## src/rtl/port_pkt_top.sv

```systemverilog
`default_nettype none
// +--------------------------------------------------------------------------+
// | Module      : port_pkt_top                                               |
// | Description : Switch output port. Watches the shared input bus, admits   |
// |               packets addressed to this port (and broadcast when         |
// |               enabled) only if the whole packet fits, and queues LEN +   |
// |               payload in a FIFO popped through a ready/read interface.   |
// | Ports       : clk, rst_n     - clock, async active-low reset             |
// |               sw_en,port_data- ingress bus (DA, LEN, LEN payload words)  |
// |               port_addr      - this port's address, used at the DA cycle |
// |               rd_out         - FIFO not full                             |
// |               port_rd        - egress pop request                        |
// |               port_out       - egress data, registered, 1-cycle latency  |
// |               port_rdy       - FIFO not empty                            |
// |               fill_level     - words stored                              |
// |               drop_cnt       - packets dropped for lack of space (sat.)  |
// |               err_cnt        - truncated packets (saturating)            |
// | Revision    : 1.0 - initial release                                      |
// +--------------------------------------------------------------------------+
module port_pkt_top #(
  parameter int FIFO_SIZE = 64,
  parameter int W_WIDTH   = 8,
  parameter int CNT_WIDTH = 16,
  parameter bit BCAST_EN  = 1'b1
) (
  input  logic                         clk,
  input  logic                         rst_n,
  input  logic                         sw_en,
  input  logic [W_WIDTH-1:0]           port_data,
  input  logic [W_WIDTH-1:0]           port_addr,
  output logic                         rd_out,
  input  logic                         port_rd,
  output logic [W_WIDTH-1:0]           port_out,
  output logic                         port_rdy,
  output logic [$clog2(FIFO_SIZE):0]   fill_level,
  output logic [CNT_WIDTH-1:0]         drop_cnt,
  output logic [CNT_WIDTH-1:0]         err_cnt
);

  localparam int AW = $clog2(FIFO_SIZE);
  // Wide enough to hold both the free-space count and LEN+1 without overflow.
  localparam int CW = (((AW + 1) > W_WIDTH) ? (AW + 1) : W_WIDTH) + 1;
  localparam logic [AW:0] c_depth = (AW + 1)'(FIFO_SIZE);

  localparam logic [2:0] c_st_idle    = 3'd0;
  localparam logic [2:0] c_st_len     = 3'd1;
  localparam logic [2:0] c_st_payload = 3'd2;
  localparam logic [2:0] c_st_waitend = 3'd3;
  localparam logic [2:0] c_st_skip    = 3'd4;

  logic [2:0]           state_q, state_d;
  logic [W_WIDTH-1:0]   cnt_q, cnt_d;
  logic                 sw_en_q;
  logic [AW-1:0]        wr_ptr_q, rd_ptr_q;
  logic [AW:0]          fill_q;
  logic [W_WIDTH-1:0]   port_out_q;
  logic [CNT_WIDTH-1:0] drop_q, drop_d;
  logic [CNT_WIDTH-1:0] err_q, err_d;
  logic [W_WIDTH-1:0]   mem_q [FIFO_SIZE];

  logic        w_push, w_pop, w_match, w_fits, w_start;
  logic        w_drop_inc, w_err_inc;
  logic [AW:0] w_free;

  // A DA cycle is recognised only on a rising sw_en. sw_en_q resets high so a
  // packet already in flight when reset releases is ignored until sw_en drops.
  assign w_start = sw_en && !sw_en_q;
  assign w_match = (port_data == port_addr) || (BCAST_EN && (port_data == '1));
  // Free space is taken from registered occupancy, i.e. before any same-cycle pop.
  assign w_free  = c_depth - fill_q;
  assign w_fits  = CW'(w_free) >= (CW'(port_data) + CW'(1));
  assign w_pop   = port_rd && (fill_q != '0);

  always_comb begin
    state_d    = state_q;
    cnt_d      = cnt_q;
    w_push     = 1'b0;
    w_drop_inc = 1'b0;
    w_err_inc  = 1'b0;
    case (state_q)
      c_st_idle: begin
        if (w_start) state_d = w_match ? c_st_len : c_st_skip;
      end
      c_st_len: begin
        if (!sw_en) begin
          w_err_inc = 1'b1;
          state_d   = c_st_idle;
        end else if (w_fits) begin
          w_push  = 1'b1;
          cnt_d   = port_data;
          state_d = (port_data == '0) ? c_st_waitend : c_st_payload;
        end else begin
          w_drop_inc = 1'b1;
          state_d    = c_st_skip;
        end
      end
      c_st_payload: begin
        if (sw_en) begin
          w_push = 1'b1;
          cnt_d  = cnt_q - 1'b1;
          if (cnt_q == W_WIDTH'(1)) state_d = c_st_waitend;
        end else begin
          // Words already queued stay; the truncation is only counted.
          w_err_inc = 1'b1;
          state_d   = c_st_idle;
        end
      end
      c_st_waitend, c_st_skip: begin
        if (!sw_en) state_d = c_st_idle;
      end
      default: state_d = c_st_idle;
    endcase
  end

  assign drop_d = (w_drop_inc && (drop_q != '1)) ? drop_q + 1'b1 : drop_q;
  assign err_d  = (w_err_inc  && (err_q  != '1)) ? err_q  + 1'b1 : err_q;

  always_ff @(posedge clk or negedge rst_n) begin
    if (!rst_n) begin
      state_q    <= c_st_idle;
      cnt_q      <= '0;
      sw_en_q    <= 1'b1;
      wr_ptr_q   <= '0;
      rd_ptr_q   <= '0;
      fill_q     <= '0;
      port_out_q <= '0;
      drop_q     <= '0;
      err_q      <= '0;
    end else begin
      state_q <= state_d;
      cnt_q   <= cnt_d;
      sw_en_q <= sw_en;
      drop_q  <= drop_d;
      err_q   <= err_d;
      if (w_push) wr_ptr_q <= wr_ptr_q + 1'b1;
      if (w_pop) begin
        port_out_q <= mem_q[rd_ptr_q];
        rd_ptr_q   <= rd_ptr_q + 1'b1;
      end
      case ({w_push, w_pop})
        2'b10:   fill_q <= fill_q + 1'b1;
        2'b01:   fill_q <= fill_q - 1'b1;
        default: fill_q <= fill_q;
      endcase
    end
  end

  // Storage array carries no reset; validity is tracked by the pointers.
  always_ff @(posedge clk) begin
    if (w_push) mem_q[wr_ptr_q] <= port_data;
  end

  assign rd_out     = (fill_q != c_depth);
  assign port_rdy   = (fill_q != '0);
  assign port_out   = port_out_q;
  assign fill_level = fill_q;
  assign drop_cnt   = drop_q;
  assign err_cnt    = err_q;

  a_no_overflow: assert property (@(posedge clk) disable iff (!rst_n)
    !(w_push && (fill_q == c_depth)));

endmodule
`default_nettype wire
```

## config.mk

```make
export PLATFORM = sky130hd
export DESIGN_NAME = port_pkt_top
export DESIGN_NICKNAME = d
export VERILOG_FILES = /design/src/rtl/port_pkt_top.sv
export SDC_FILE = /design/constraint.sdc
export NUM_CORES = 1
export LEC_CHECK = 0
export CAP_MARGIN = 20
export CELL_PAD_IN_SITES_DETAIL_PLACEMENT = 1
export CELL_PAD_IN_SITES_GLOBAL_PLACEMENT = 1
export CORE_MARGIN = 2
export CORE_UTILIZATION = 50
export CTS_CLUSTER_DIAMETER = 200
export DETAILED_ROUTE_END_ITERATION = 12
export PLACE_DENSITY = 0.8
export SYNTH_ARGS = -nofsm -noshare
export SYNTH_HDL_FRONTEND = slang
export SYNTH_SLANG_ARGS = --single-unit
```

## constraint.sdc

```tcl
create_clock -name clk -period 7 [get_ports clk]
set_input_delay 1.05 -clock clk [delete_from_list [all_inputs] [get_ports clk]]
set_output_delay 1.05 -clock clk [all_outputs]
set_load 0.05 [all_outputs]
```

; ---- Word-level counts from Yosys, hierarchy flattened
; Memory sizes are Yosys's and may differ from the RTL's. A register that Yosys moved wholly into a read port is not among the register bits.
; Index checks and enable logic that the tools add are counted.
[totals]
mem_count = 1
regBits = 63
ram_bits = 512
input_bits = 20
wordCells = 78
[classes]
n_reduce_logical = 16
order_cmp = 1
add_sub_neg = 9
n_eq_ne = 18
mux = 25
[memory_table]
columns = name, words, width, read_ports, rd_clocked_by_memory_dff, wr, line
row1 = mem_q, 64, 8, 1, 1, 1, 59  ; logic [W_WIDTH-1:0] mem_q [FIFO_SIZE];
[op_table]
columns = op, n
row1 = $add 16x1->16 const B, 2
row2 = $ne 16x16->1 const B, 2
row3 = $mux 8, 3
row4 = $mux 3, 7
row5 = $pmux 8 s2, 1
row6 = $pmux 7 s2, 1
row7 = $add 6x1->6 const B, 2
row8 = $pmux 3 s4, 1
row9 = $mux 1, 11
row10 = $ne 2x2->1 const B, 5
row11 = $add 8x1->9 const B, 1
row12 = $ge 7x9->1, 1
row13 = $eq 8x1->1 const B, 1
row14 = $eq 8x8->1, 1
row15 = $eq 8x8->1 const B, 1
row16 = $logic_not 8->1, 1
row17 = $sub 8x1->8 const B, 1
row18 = $add 7x1->7 const B, 1
row19 = $ne 7x7->1 const B, 1
row20 = $reduce_bool 7->1, 1
row21 = $sub 7x1->7 const B, 1
row22 = $sub 7x7->7 const A, 1
row23 = $eq 3x2->1 const B, 2
row24 = $logic_and 1x1->1, 4
row25 = other kinds (13), 16

; ---- Longest topological paths before layout
; Gate-level depths: netlist (run 1).
[logic_depth]
depth_word = 7
mapped_depth = 20

; ---- Worst setup path after synthesis (run 1)
; Ideal clock, no wire load.
[synth_path]
path_type = register to register
start = register fill_q[0] (netlist: fill_level[0])
end = register fill_q[6] (netlist: fill_level[6])
path_stages_with_launch = 20
required_ps = 6852
setup_time_ps = 148
arrival_ps = 4700
period_less_slack_ps = 4849
path_slack_ps = 2151
cell_sequence = dfrtp_1 -> inv_1 -> ha_1 -> or3b_2 -> nor3_1 -> xor2_1 -> ha_1 -> nand4_1 -> nor2_1 -> a221oi_4 -> o31ai_4 -> buf_2 -> inv_1 -> ha_1 -> fa_1 -> a21o_1 -> a21oi_1 -> o21bai_1 -> o311ai_0 -> xor2_1
[synth_between]
elab_chain_cells = 7
[synth_rtl]
columns = element, line
row1 = "start, declared", 55  ; logic [AW:0] fill_q;
row2 = "start signal, assigned", 141  ; 2'b10: fill_q <= fill_q + 1'b1;
row3 = "start signal, assigned", 142  ; 2'b01: fill_q <= fill_q - 1'b1;
row4 = "start signal, assigned", 143  ; default: fill_q <= fill_q;
row5 = $sub 7x7->7, 70  ; assign w_free = c_depth - fill_q;
row6 = $ge 7x9->1, 71  ; assign w_fits = CW'(w_free) >= (CW'(port_data) + CW'(1));
row7 = $mux 1, 88  ; end else if (w_fits) begin
row8 = $mux 1, 85  ; if (!sw_en) begin
row9 = $pmux 1 s2, 80  ; case (state_q)
row10 = $eq 2x1->1 / $eq 2x2->1 (equally long branches), 140  ; case ({w_push, w_pop})
row11 = $pmux 7 s2 / $reduce_bool 2->1 (equally long branches), -
; Several ways; a longest one is shown, not always the timed one.
; A chain may end at the register's enable or synchronous reset.

; ---- Final worst setup path (run 1)
[layout_path]
start = input port_data[0]
end = register fill_q[6] (netlist: fill_level[6])
[layout_between]
elab_chain_cells = 7
[layout_rtl]
columns = element, line
row1 = "start, declared", 29  ; input logic [W_WIDTH-1:0] port_data,
row2 = $add 8x1->9 *, 71
row3 = $ge 7x9->1 *, 71
row4 = $mux 1 *, 88
row5 = $mux 1 *, 85
row6 = $pmux 1 s2 *, 80
row7 = $eq 2x1->1 / $eq 2x2->1 (equally long branches), 140
row8 = $pmux 7 s2 / $reduce_bool 2->1 (equally long branches), -
; Every way passes the cells marked *; elsewhere a longest branch is shown, timed or not.

==> metrics.json, run 1 <==
{
  "outcome": "completed",
  "cellInternalPower_mw": 7.15,
  "synthAdderAreaFrac_pct": 1.22,
  "tritoncts_num_sinks": 583,
  "power_switching_share_pct": 30.6,
  "synthTopCellsByArea": "edfxtp_1 (64%), mux4_2 (11%), dfrtp_1 (7.3%), mux2i_1 (2.7%), nor2_1 (1.4%)",
  "syn_area_cell_um2": 17.8,
  "h_tree_depth_reported_by_cts": 2,
  "total_negative_setup_slack_ns": 0,
  "vias": 13210,
  "timing.critical_path.buf_inv": 5,
  "port-buffer-count": 68,
  "cap_viol_max_count": 0,
  "number_of_flip_flops_and_latches_in_the_synthesized_netlist": 583,
  "fp.dieArea_um2": 50000,
  "groute.layer.met1.usage_pct": 35.9,
  "pwr_total_mw": 10.3,
  "timing.setup.critical_path_class": "in -> reg",
  "chipHeight_um": 224,
  "globalRoute.busiestLayer": "met2",
  "crit-reg2reg-capture": "mem_q[36][7]",
  "detailed_place_hpwl_um": 38100,
  "crit_path_end_kind": "flop",
  "rsz0062_at_grt": "no",
  "yosys.area_share.simple_pct": 5.86,
  "cts_max_path_buffers": 3,
  "initial_utilization_pct": 50.6,
  "postLayoutCellArea_um2": 27500,
  "synth.top_cell.area_share_pct": 63.8,
  "crit_path_end": "fill_level[6]",
  "path_depth": 17,
  "crit_path_frequent_cell": "ha_1",
  "combinationalPowerShare_pct": 25.8,
  "route.detailed.vias_per_inst": 6.29,
  "ys.warnings.count": 0,
  "worstPathRequired_ns": 7.55,
  "netlist_instances": 1352,
  "routed_wire_length_per_instance_um": 29.5,
  "post_synth_most_frequent_cells": "edfxtp_1 (512), mux4_2 (113), nor2_1 (89), dfrtp_1 (70), mux2i_1 (65)",
  "ys_types": 67,
  "antenna_found_initial": 2,
  "static-leakage-power_nw": 9.23,
  "switching_power_mw": 3.15,
  "globalRouteMet2Util_pct": 41.5,
  "clock_network_fraction_of_total_power_pct": 34.1,
  "synth_top_flop_cell": "edfxtp_1",
  "grt_max_degree": 79,
  "drt_drc_violations_left": 0,
  "grt_pass1_vias": 14151,
  "global_route_congestion_overflow_total": 0,
  "worst_clock_skew_ns": 0.0239,
  "post-route-period-util_pct": 72.8,
  "drv_slew": 0,
  "path_delay_family": "compound AO/OA/AOI/OAI gates",
  "layout_min_cycle_time_ns": 5.10,
  "irDropWorstVdd_v": 0.000229,
  "cts_post_setup_buffers_inserted": 0,
  "power.density_nw_per_um2": 375,
  "crit_path_top_delay_cell": "buf_2",
  "root_buffer_cell": "clkbuf_16",
  "cp_cell_sequence": "buf_2 > buf_4 > inv_1 > ha_1 > inv_1 > ha_1 > a211o_1 > a221oi_4 > o31ai_4 > inv_1 > ha_1 > ha_1 > a21o_1 > a21oi_1 > o21bai_1 > o311ai_0 > xor2_1",
  "share_of_the_yosys_chip_area_belonging_to_registers_pct": 71.2,
  "cts_tree": "built",
  "timing_hold_violations_final": 0,
  "worst_slew_pin_tran_ns": 0.968,
  "hold_path.class": "reg -> reg",
  "synth.most_common_cell": "edfxtp_1",
  "seqPwrFrac_pct": 40.1,
  "synth_area_um2": 24100,
  "grt_pass1_wl_um": 94600,
  "hp-start": "drop_cnt[8]",
  "placeableCoreArea_um2": 47600,
  "drive_gt1_share_pct": 18.5,
  "clk_latency_ns": 0.63,
  "dpl_cell_area_um2": 25300,
  "final_net_count": 1476,
  "synth_top_family_by_area": "multiplexers",
  "post_synth_net_total": 1395,
  "area_delta_synth_final_pct": 14.0,
  "synth_compound_gate_area_share_pct": 3.87,
  "slowest_delay_ns": 0.58,
  "final_core_utilization_pct": 57.7,
  "path_clk_slew_ns": 0.06,
  "detail-route-antenna-nets": 0,
  "totalWireLength_um": 61900,
  "post_synth_mux_area_share_pct": 13.8,
  "post_cts_resize_count": 0,
  "worst_r2r_startpoint": "fill_level[0]",
  "yosys.area_share.xor_xnor_pct": 2.29,
  "worst_setup_path_start_kind": "input pin",
  "grtUsageMet3_pct": 5.18,
  "rows": 80,
  "setup-violations-final": 0,
  "first_pass_iters": 5,
  "worstRegToRegCells": 13,
  "io-pin-count": 69,
  "crit_fanout": 38,
  "timing.slew.headroom_pct": 35.5,
  "finalWeightedCongestion": 0.814,
  "detailedRoute.firstIterationViolations": 1313,
  "gr-usage-all-layers_pct": 25.7,
  "regToRegSetupSlack_ns": 1.92,
  "cts_inserted_buffers": 59,
  "critical_path_arrival_ns": 5.65,
  "synth_top_area_cell": "edfxtp_1",
  "dieWidth_um": 224,
  "holdBufCountCts": 0,
  "fmax_mhz": 196,
  "critPathLaunch": "port_data[0]",
  "async_flop_share_pct": 12.2,
  "synth-edff-count": 512
}
## worst reg2reg max path, cell delays in order (launching register included)
cell and delay (ns):
dfrtp_1 0.48, inv_1 0.14, ha_1 0.19, or3b_2 0.51, nor3_1 0.45, xor2_1 0.14, ha_1 0.38, nand4_1 0.10
nor2_1 0.19, a221oi_4 0.12, o31ai_4 0.25, buf_4 0.40, nand3_2 0.47, nor2_1 0.87
## metrics by stage
step / setup slack, ns / hold slack [ns] / cells
6_report: 1.90 / 0.491 / 2099
5_1_grt: 1.48 / 0.512 / 2098
4_1_cts: 1.85 / 0.496 / 2098
3_5_place_dp: 1.23 / 0.486 / 1987
3_3_place_gp: 1.47 / 0.482 / 1987
2_1_floorplan: 2.15 / 0.463 / 1352
## cell usage in the layout (no fill, tap or decap), types with 4 or more instances in the layout
master / synthesis / layout
edfxtp_1: 512 / 512
mux4_2: 113 / 113
nor2_1: 89 / 89
dfrtp_1: 70 / 67
mux2i_1: 65 / 65
clkbuf_16: 0 / 60
clkdlybuf4s50_1: 0 / 59
nand2_1: 50 / 50
xnor2_1: 37 / 37
nand3_1: 35 / 35
a21oi_1: 32 / 32
xor2_1: 26 / 26
o21ai_0: 26 / 26
ha_1: 22 / 22
buf_4: 10 / 21
nand4_1: 16 / 16
inv_1: 15 / 15
nor3_1: 15 / 15
bufinv_16: 0 / 15
a211oi_1: 14 / 14
clkinv_2: 0 / 13
nand3b_1: 12 / 12
mux2_2: 11 / 11
o221ai_1: 11 / 11
nand2b_1: 9 / 9
and3_1: 9 / 9
o22ai_1: 8 / 8
buf_2: 23 / 8
clkinv_1: 1 / 7
nor4_1: 6 / 6
clkbuf_1: 19 / 6
a32oi_1: 5 / 5
a21o_1: 4 / 4
and2_1: 4 / 4
nor3b_1: 4 / 4
or3_1: 4 / 4
a31oi_1: 4 / 4
## routing by layer
metal  vias up  wire (um)
met1      7031      25900
met2       522      30400
met4         0       1520
li1       5554          -
met3       103       4140
met5         -          0
## power by group through the flow
stage               sequential (mW)  clock, mW  combinational [mW]
floorplan                      4.17          0                1.82
global placement               4.20          0                2.55
detailed placement             4.21          0                2.64
CTS                            4.14       3.56                2.67
global route                   4.16       3.68                2.82
finish                         4.14       3.52                2.65
## cells by family after synthesis
logic type | Yosys count
flops | 583
simple gates | 273
compound gates | 135
fa+ha+maj | 23
buf+inv | 86
mux | 189
xor+xnor | 63
## sequential cells by signal (all words and copies together) (netlist names)
signal / cells
mem_q: 512
rd_ptr_q: 6
fill_level: 7
err_cnt: 16
drop_cnt: 16
wr_ptr_q: 6
state_q: 3
sw_en_q: 1
cnt_q: 8
port_out: 8
## worst min-delay path by stage
stage               depth (start not counted)          end
floorplan                                   1  rd_ptr_q[5]
global placement                            1   err_cnt[9]
detailed placement                          1  drop_cnt[8]
CTS                                         1   err_cnt[9]
global route                                1  drop_cnt[8]
finish                                      1  drop_cnt[8]
## final cells by class
| cell class | instances | area (um^2) |
|---|---|---|
| tap | 615 | 769 |
| clock inverter | 43 | 621 |
| sequential | 583 | 17200 |
| fill | 4228 | 20200 |
| timing repair buffer | 89 | 808 |
| multi-input combinational | 683 | 6510 |
| antenna | 1 | 2.50 |
| inverter | 17 | 63.8 |
| clock buffer | 68 | 1550 |
(Power assumes the default switching activity.)
==> run 2, diff against run 1 <==
clock period = 4.8 ns   (was 7 ns; I/O delays follow)
==> run 2 against run 1 <==
  * Worst setup slack worse by 1.5 ns
  * Clock skew up 0.0079 ns
  * Critical path depth rose by 2
  * Die area unchanged
  * Sequential power up 44%
  * Core utilization is 0.70 points higher
  * Sequential share of layout area decreased by 0.74 points
  * Critical endpoint unchanged
==> metrics.json, run 2 (synthesis results as in run 1) <==
{
  "irDropWorstVdd_v": 0.000331,
  "area_taken_by_multi_input_logic_gates_um2": 6530,
  "crit_path_end_kind": "flop",
  "root_buffer_cell": "clkbuf_16",
  "final_core_utilization_pct": 58.4,
  "area_delta_synth_final_pct": 15.4,
  "setup_slack_ns": 0.366,
  "routed_wire_length_per_instance_um": 28.9,
  "static-leakage-power_nw": 9.51,
  "critical_path_arrival_ns": 4.97,
  "crit_path_end": "fill_level[6]",
  "grt_max_degree": 72,
  "worst_r2r_startpoint": "fill_level[0]",
  "path_clk_slew_ns": 0.06,
  "grt_pass1_wl_um": 94200,
  "cts_tree": "built",
  "post-route-period-util_pct": 92.4,
  "hold_path.class": "in -> async",
  "post_cts_resize_count": 0,
  "drive_gt1_share_pct": 21.7,
  "io-pin-count": 69,
  "detail-route-antenna-nets": 0,
  "pre_cts_ws_ns": 0.0604,
  "global_route_congestion_overflow_total": 0,
  "nFillCells": 4215,
  "regToRegSetupSlack_ns": 0.37,
  "path_depth": 19,
  "slowest_delay_ns": 0.51,
  "globalRouteMet2Util_pct": 42.3,
  "placeableCoreArea_um2": 47600,
  "cap_viol_max_count": 0,
  "pwr_total_mw": 14.5,
  "setup-violations-final": 0,
  "path_delay_family": "compound AO/OA/AOI/OAI gates",
  "holdBufCountCts": 0,
  "critPathLaunch": "fill_level[0]",
  "detailedRoute.firstIterationViolations": 1259,
  "vias": 13447,
  "rsz0062_at_grt": "no",
  "antenna_cells": 0,
  "worstPathRequired_ns": 5.34,
  "crit-reg2reg-capture": "fill_level[6]",
  "first_pass_iters": 5,
  "fin_cells": 2170,
  "power.density_nw_per_um2": 523,
  "gr-usage-all-layers_pct": 25.7,
  "globalRoute.busiestLayer": "met2",
  "crit_path_frequent_cell": "ha_1",
  "timing.setup.critical_path_class": "reg -> reg",
  "worst_slew_pin_tran_ns": 1.03,
  "route.detailed.vias_per_inst": 6.20,
  "groute.layer.met1.usage_pct": 33.7,
  "most-common-layout-cells": "edfxtp_1 (512), mux4_2 (113), buf_4 (95)",
  "port-buffer-count": 68,
  "top_register_by_number_of_flip_flops": "mem_q",
  "timing.critical_path.buf_inv": 3,
  "postLayoutCellArea_um2": 27800,
  "chipHeight_um": 224,
  "cts_post_setup_buffers_inserted": 0,
  "tritoncts_num_sinks": 583,
  "crit_path_top_delay_cell": "or3b_2",
  "cp_cell_sequence": "inv_1 > ha_1 > or3b_2 > nor3_2 > xor2_1 > ha_1 > nand4_1 > nor2_1 > a221oi_4 > o31ai_4 > inv_1 > ha_1 > buf_4 > ha_1 > a21o_1 > a21oi_2 > o21bai_1 > o311ai_2 > xor2_1",
  "grtUsageMet3_pct": 5.65,
  "initial_utilization_pct": 50.6,
  "final_net_count": 1549,
  "total_negative_setup_slack_ns": 0,
  "dieWidth_um": 224,
  "totalWireLength_um": 62700,
  "clk_latency_ns": 0.63,
  "worst_setup_path_start_kind": "flop",
  "detailed_place_hpwl_um": 38800,
  "outcome": "completed",
  "worst_hold_slack_ns": 0.269,
  "timing_hold_violations_final": 0,
  "drt_drc_violations_left": 0,
  "worstRegToRegCells": 19,
  "worst_clock_skew_ns": 0.0318,
  "largest_register_ffs": 512,
  "grt_pass1_vias": 14571,
  "mostFrequentLayoutCell": "edfxtp_1",
  "fmax_mhz": 226,
  "regArea_um2": 17200,
  "crit_fanout": 9,
  "layout_min_cycle_time_ns": 4.43,
  "antenna_found_initial": 2,
  "placed_cells": 2062,
  "finalWeightedCongestion": 0.814,
  "cts_inserted_buffers": 57,
  "h_tree_depth_reported_by_cts": 2,
  "fp.dieArea_um2": 50000,
  "cts_max_path_buffers": 3,
  "drv_slew": 0,
  "rows": 80,
  "dpl_cell_area_um2": 25900,
  "timing.slew.headroom_pct": 31.1
}
-- run 2: changes by cell type in the layout (fill, tap and decap cells not counted), sizes merged --
cell,change
buf,+75
clkbuf,+19
clkinv,-10
bufinv,-9
clkinvlp,-2
diode,-1
inv,-1
-- run 2: worst register-to-register path: stages (launching register included) --
cell,delay [ns]
dfrtp_2,0.45
inv_1,0.10
ha_1,0.19
or3b_2,0.51
nor3_2,0.19
xor2_1,0.10
ha_1,0.35
nand4_1,0.11
nor2_1,0.20
a221oi_4,0.12
o31ai_4,0.24
inv_1,0.07
ha_1,0.23
buf_4,0.18
ha_1,0.32
a21o_1,0.20
a21oi_2,0.18
o21bai_1,0.11
o311ai_2,0.30
xor2_1,0.17
-- run 2: metal layers --
metal | wire length (um) | share of wire (%)
met3 | 4630 | 7.4
met1 | 24900 | 40
met2 | 30800 | 49
met5 | 13 | 0.021
met4 | 2410 | 3.8
-- run 2: power breakdown --
group	switching [mW]	internal (mW)	total (mW)	leakage, nW
Clock	1.92	2.69	4.61	0.931
Sequential	0.337	5.64	5.97	5.51
Combinational	2.26	1.70	3.96	3.06
Total	4.52	10.0	14.5	9.51
-- run 2: worst min path at each step --
stage / start / endpoint
6_report: rst_n / drop_cnt[14]
2_1_floorplan: rst_n / cnt_q[0]
3_5_place_dp: err_cnt[9] / err_cnt[9]
4_1_cts: rst_n / err_cnt[15]
5_1_grt: rst_n / state_q[0]
3_3_place_gp: err_cnt[9] / err_cnt[9]
-- run 2: layout make-up --
class                   count  share of cell area [%]
repair buffers            164                    4.97
flip-flops and latches    583                    61.7
inverters                  17                   0.229
well taps                 615                    2.77
clock inverters            21                   0.944
multi-input cells         683                    23.5
clock buffers              87                    5.94
==> run 3, diff against run 2 <==
clock period = 4.4 ns   (was 4.8 ns; I/O delays follow)
==> run 3 against run 2 <==
  * Worst setup slack got worse by 0.25 ns
  * Clock power increased by 7.8%
  * Maximum frequency increased by 3.5%
  * Power increased by 9.4%
  * Core utilization increased by 0.18 points
  * Die area unchanged
  * Clock-buffer cell count decreased by 13
  * Global-route usage increased by 0.70 points
==> metrics.json, run 3 (synthesis results as in run 1) <==
{
  "outcome": "completed",
  "worstRegToRegCells": 18,
  "holdBufCountCts": 0,
  "grt_max_degree": 72,
  "final_net_count": 1559,
  "largest_register_ffs": 512,
  "pre_cts_ws_ns": 0.0977,
  "crit_path_end_kind": "flop",
  "critPathLaunch": "fill_level[1]",
  "cts_max_path_buffers": 3,
  "fp.dieArea_um2": 50000,
  "most-common-layout-cells": "edfxtp_1 (512), mux4_2 (113), buf_4 (102)",
  "cap_viol_max_count": 0,
  "placed_cells": 2067,
  "drv_slew": 0,
  "post-route-period-util_pct": 97.4,
  "io-pin-count": 69,
  "regToRegSetupSlack_ns": 0.12,
  "grt_pass1_vias": 14680,
  "cts_inserted_buffers": 59,
  "cp_cell_sequence": "inv_1 > ha_1 > or3b_2 > nor3_4 > xor2_1 > ha_1 > nand4_1 > nor2_2 > a221oi_4 > o31ai_4 > inv_1 > ha_4 > fa_1 > a21o_1 > a21oi_2 > o21bai_1 > o311ai_2 > xor2_1",
  "setup-violations-final": 0,
  "worst_clock_skew_ns": 0.0275,
  "finalWeightedCongestion": 0.819,
  "dieWidth_um": 224,
  "detail-route-antenna-nets": 0,
  "fin_cells": 2181,
  "slowest_delay_ns": 0.52,
  "clk_latency_ns": 0.62,
  "antenna_found_initial": 2,
  "layout_min_cycle_time_ns": 4.28,
  "rsz0062_at_grt": "yes",
  "path_depth": 18,
  "path_clk_slew_ns": 0.06,
  "crit-reg2reg-capture": "fill_level[6]",
  "rows": 80,
  "route.detailed.vias_per_inst": 6.29,
  "h_tree_depth_reported_by_cts": 2,
  "timing_hold_violations_final": 0,
  "timing.setup.critical_path_class": "reg -> reg",
  "worst_r2r_startpoint": "fill_level[1]",
  "fmax_mhz": 233,
  "first_pass_iters": 5,
  "crit_path_top_delay_cell": "or3b_2",
  "setup_slack_ns": 0.117,
  "tritoncts_num_sinks": 583,
  "critical_path_arrival_ns": 4.83,
  "chipHeight_um": 224,
  "gr-usage-all-layers_pct": 26.4,
  "hold_path.class": "in -> async",
  "pwr_total_mw": 15.9,
  "drive_gt1_share_pct": 22.4,
  "top_register_by_number_of_flip_flops": "mem_q",
  "worstPathRequired_ns": 4.95,
  "drt_drc_violations_left": 0,
  "power.density_nw_per_um2": 570,
  "placeableCoreArea_um2": 47600,
  "mostFrequentLayoutCell": "edfxtp_1",
  "port-buffer-count": 68,
  "path_delay_family": "adder cells",
  "crit_fanout": 10,
  "static-leakage-power_nw": 9.53,
  "initial_utilization_pct": 50.6,
  "area_delta_synth_final_pct": 15.8,
  "cts_tree": "built",
  "timing.slew.headroom_pct": 29.8,
  "crit_path_end": "fill_level[6]",
  "timing.critical_path.buf_inv": 2,
  "worst_setup_path_start_kind": "flop",
  "detailedRoute.firstIterationViolations": 1444,
  "worst_slew_pin_tran_ns": 1.05,
  "root_buffer_cell": "clkbuf_16",
  "vias": 13725,
  "detailed_place_hpwl_um": 39800,
  "grt_pass1_wl_um": 97100,
  "totalWireLength_um": 64400,
  "routed_wire_length_per_instance_um": 29.5,
  "irDropWorstVdd_v": 0.000410,
  "global_route_congestion_overflow_total": 0
}
run 3: cell count changes in the layout (fill, tap and decap cells not counted), sizes merged:
cell	change
clkinvlp	+5
buf	+8
clkinv	+10
clkbuf	-13
diode	+1
run 3: layer usage:
metal	track usage, %	share of wire [%]	routed length, um	vias to the layer above
li1	-	-	-	5733
met1	34.9	39	25200	7261
met2	44.3	50	32500	578
met3	4.62	6.6	4230	153
met4	10.0	3.8	2430	0
met5	0	0	0	-
run 3: metrics by stage:
step	cell area [um^2]	hold slack (ns)	TNS, ns	utilization, %
after global placement	26000	0.481	0	54.5
after CTS	27900	0.205	0	58.5
after floorplan	24100	0.364	0	-
final	27900	0.194	0	58.6
after global routing	27900	0.257	-0.0563	58.6
after detailed placement	26000	0.485	0	54.5
run 3: timing repair:
action                     CTS  global route
buffers inserted             0             2
gates resized for setup      0             3
setup endpoints to repair    0            20
run 3: layout make-up:
| cell class | instances | area [um^2] |
|---|---|---|
| Antenna cell | 1 | 2.50 |
| Tap cell | 615 | 769 |
| Timing Repair Buffer | 172 | 1460 |
| Clock buffer | 74 | 1550 |
| Inverter | 17 | 63.8 |
| Multi-Input combinational cell | 683 | 6550 |
| Clock inverter | 36 | 345 |
| Fill cell | 4255 | 19700 |
| Sequential cell | 583 | 17200 |
run 3: worst min-delay path by stage:
stage	cells after the start	to
floorplan	0	cnt_q[0]
global placement	1	err_cnt[11]
detailed placement	1	err_cnt[15]
CTS	1	drop_cnt[13]
global route	1	drop_cnt[10]
finish	1	drop_cnt[13]
run 3: power by group:
group          switching [mW]  internal [mW]  total [mW]  leakage, nW
combinational            2.44           1.92        4.35         3.11
sequential              0.445           6.15        6.59         5.51
clock                    2.12           2.85        4.97        0.911
run 3: worst reg2reg max path, cell delays in order (launching register included):
cell and delay, ns:
dfrtp_2 0.45, inv_1 0.07, ha_1 0.17, or3b_2 0.52, nor3_4 0.20, xor2_1 0.13, ha_1 0.35, nand4_1 0.16
nor2_2 0.18, a221oi_4 0.10, o31ai_4 0.25, inv_1 0.11, ha_4 0.21, fa_1 0.42, a21o_1 0.19, a21oi_2 0.16
o21bai_1 0.11, o311ai_2 0.28, xor2_1 0.16
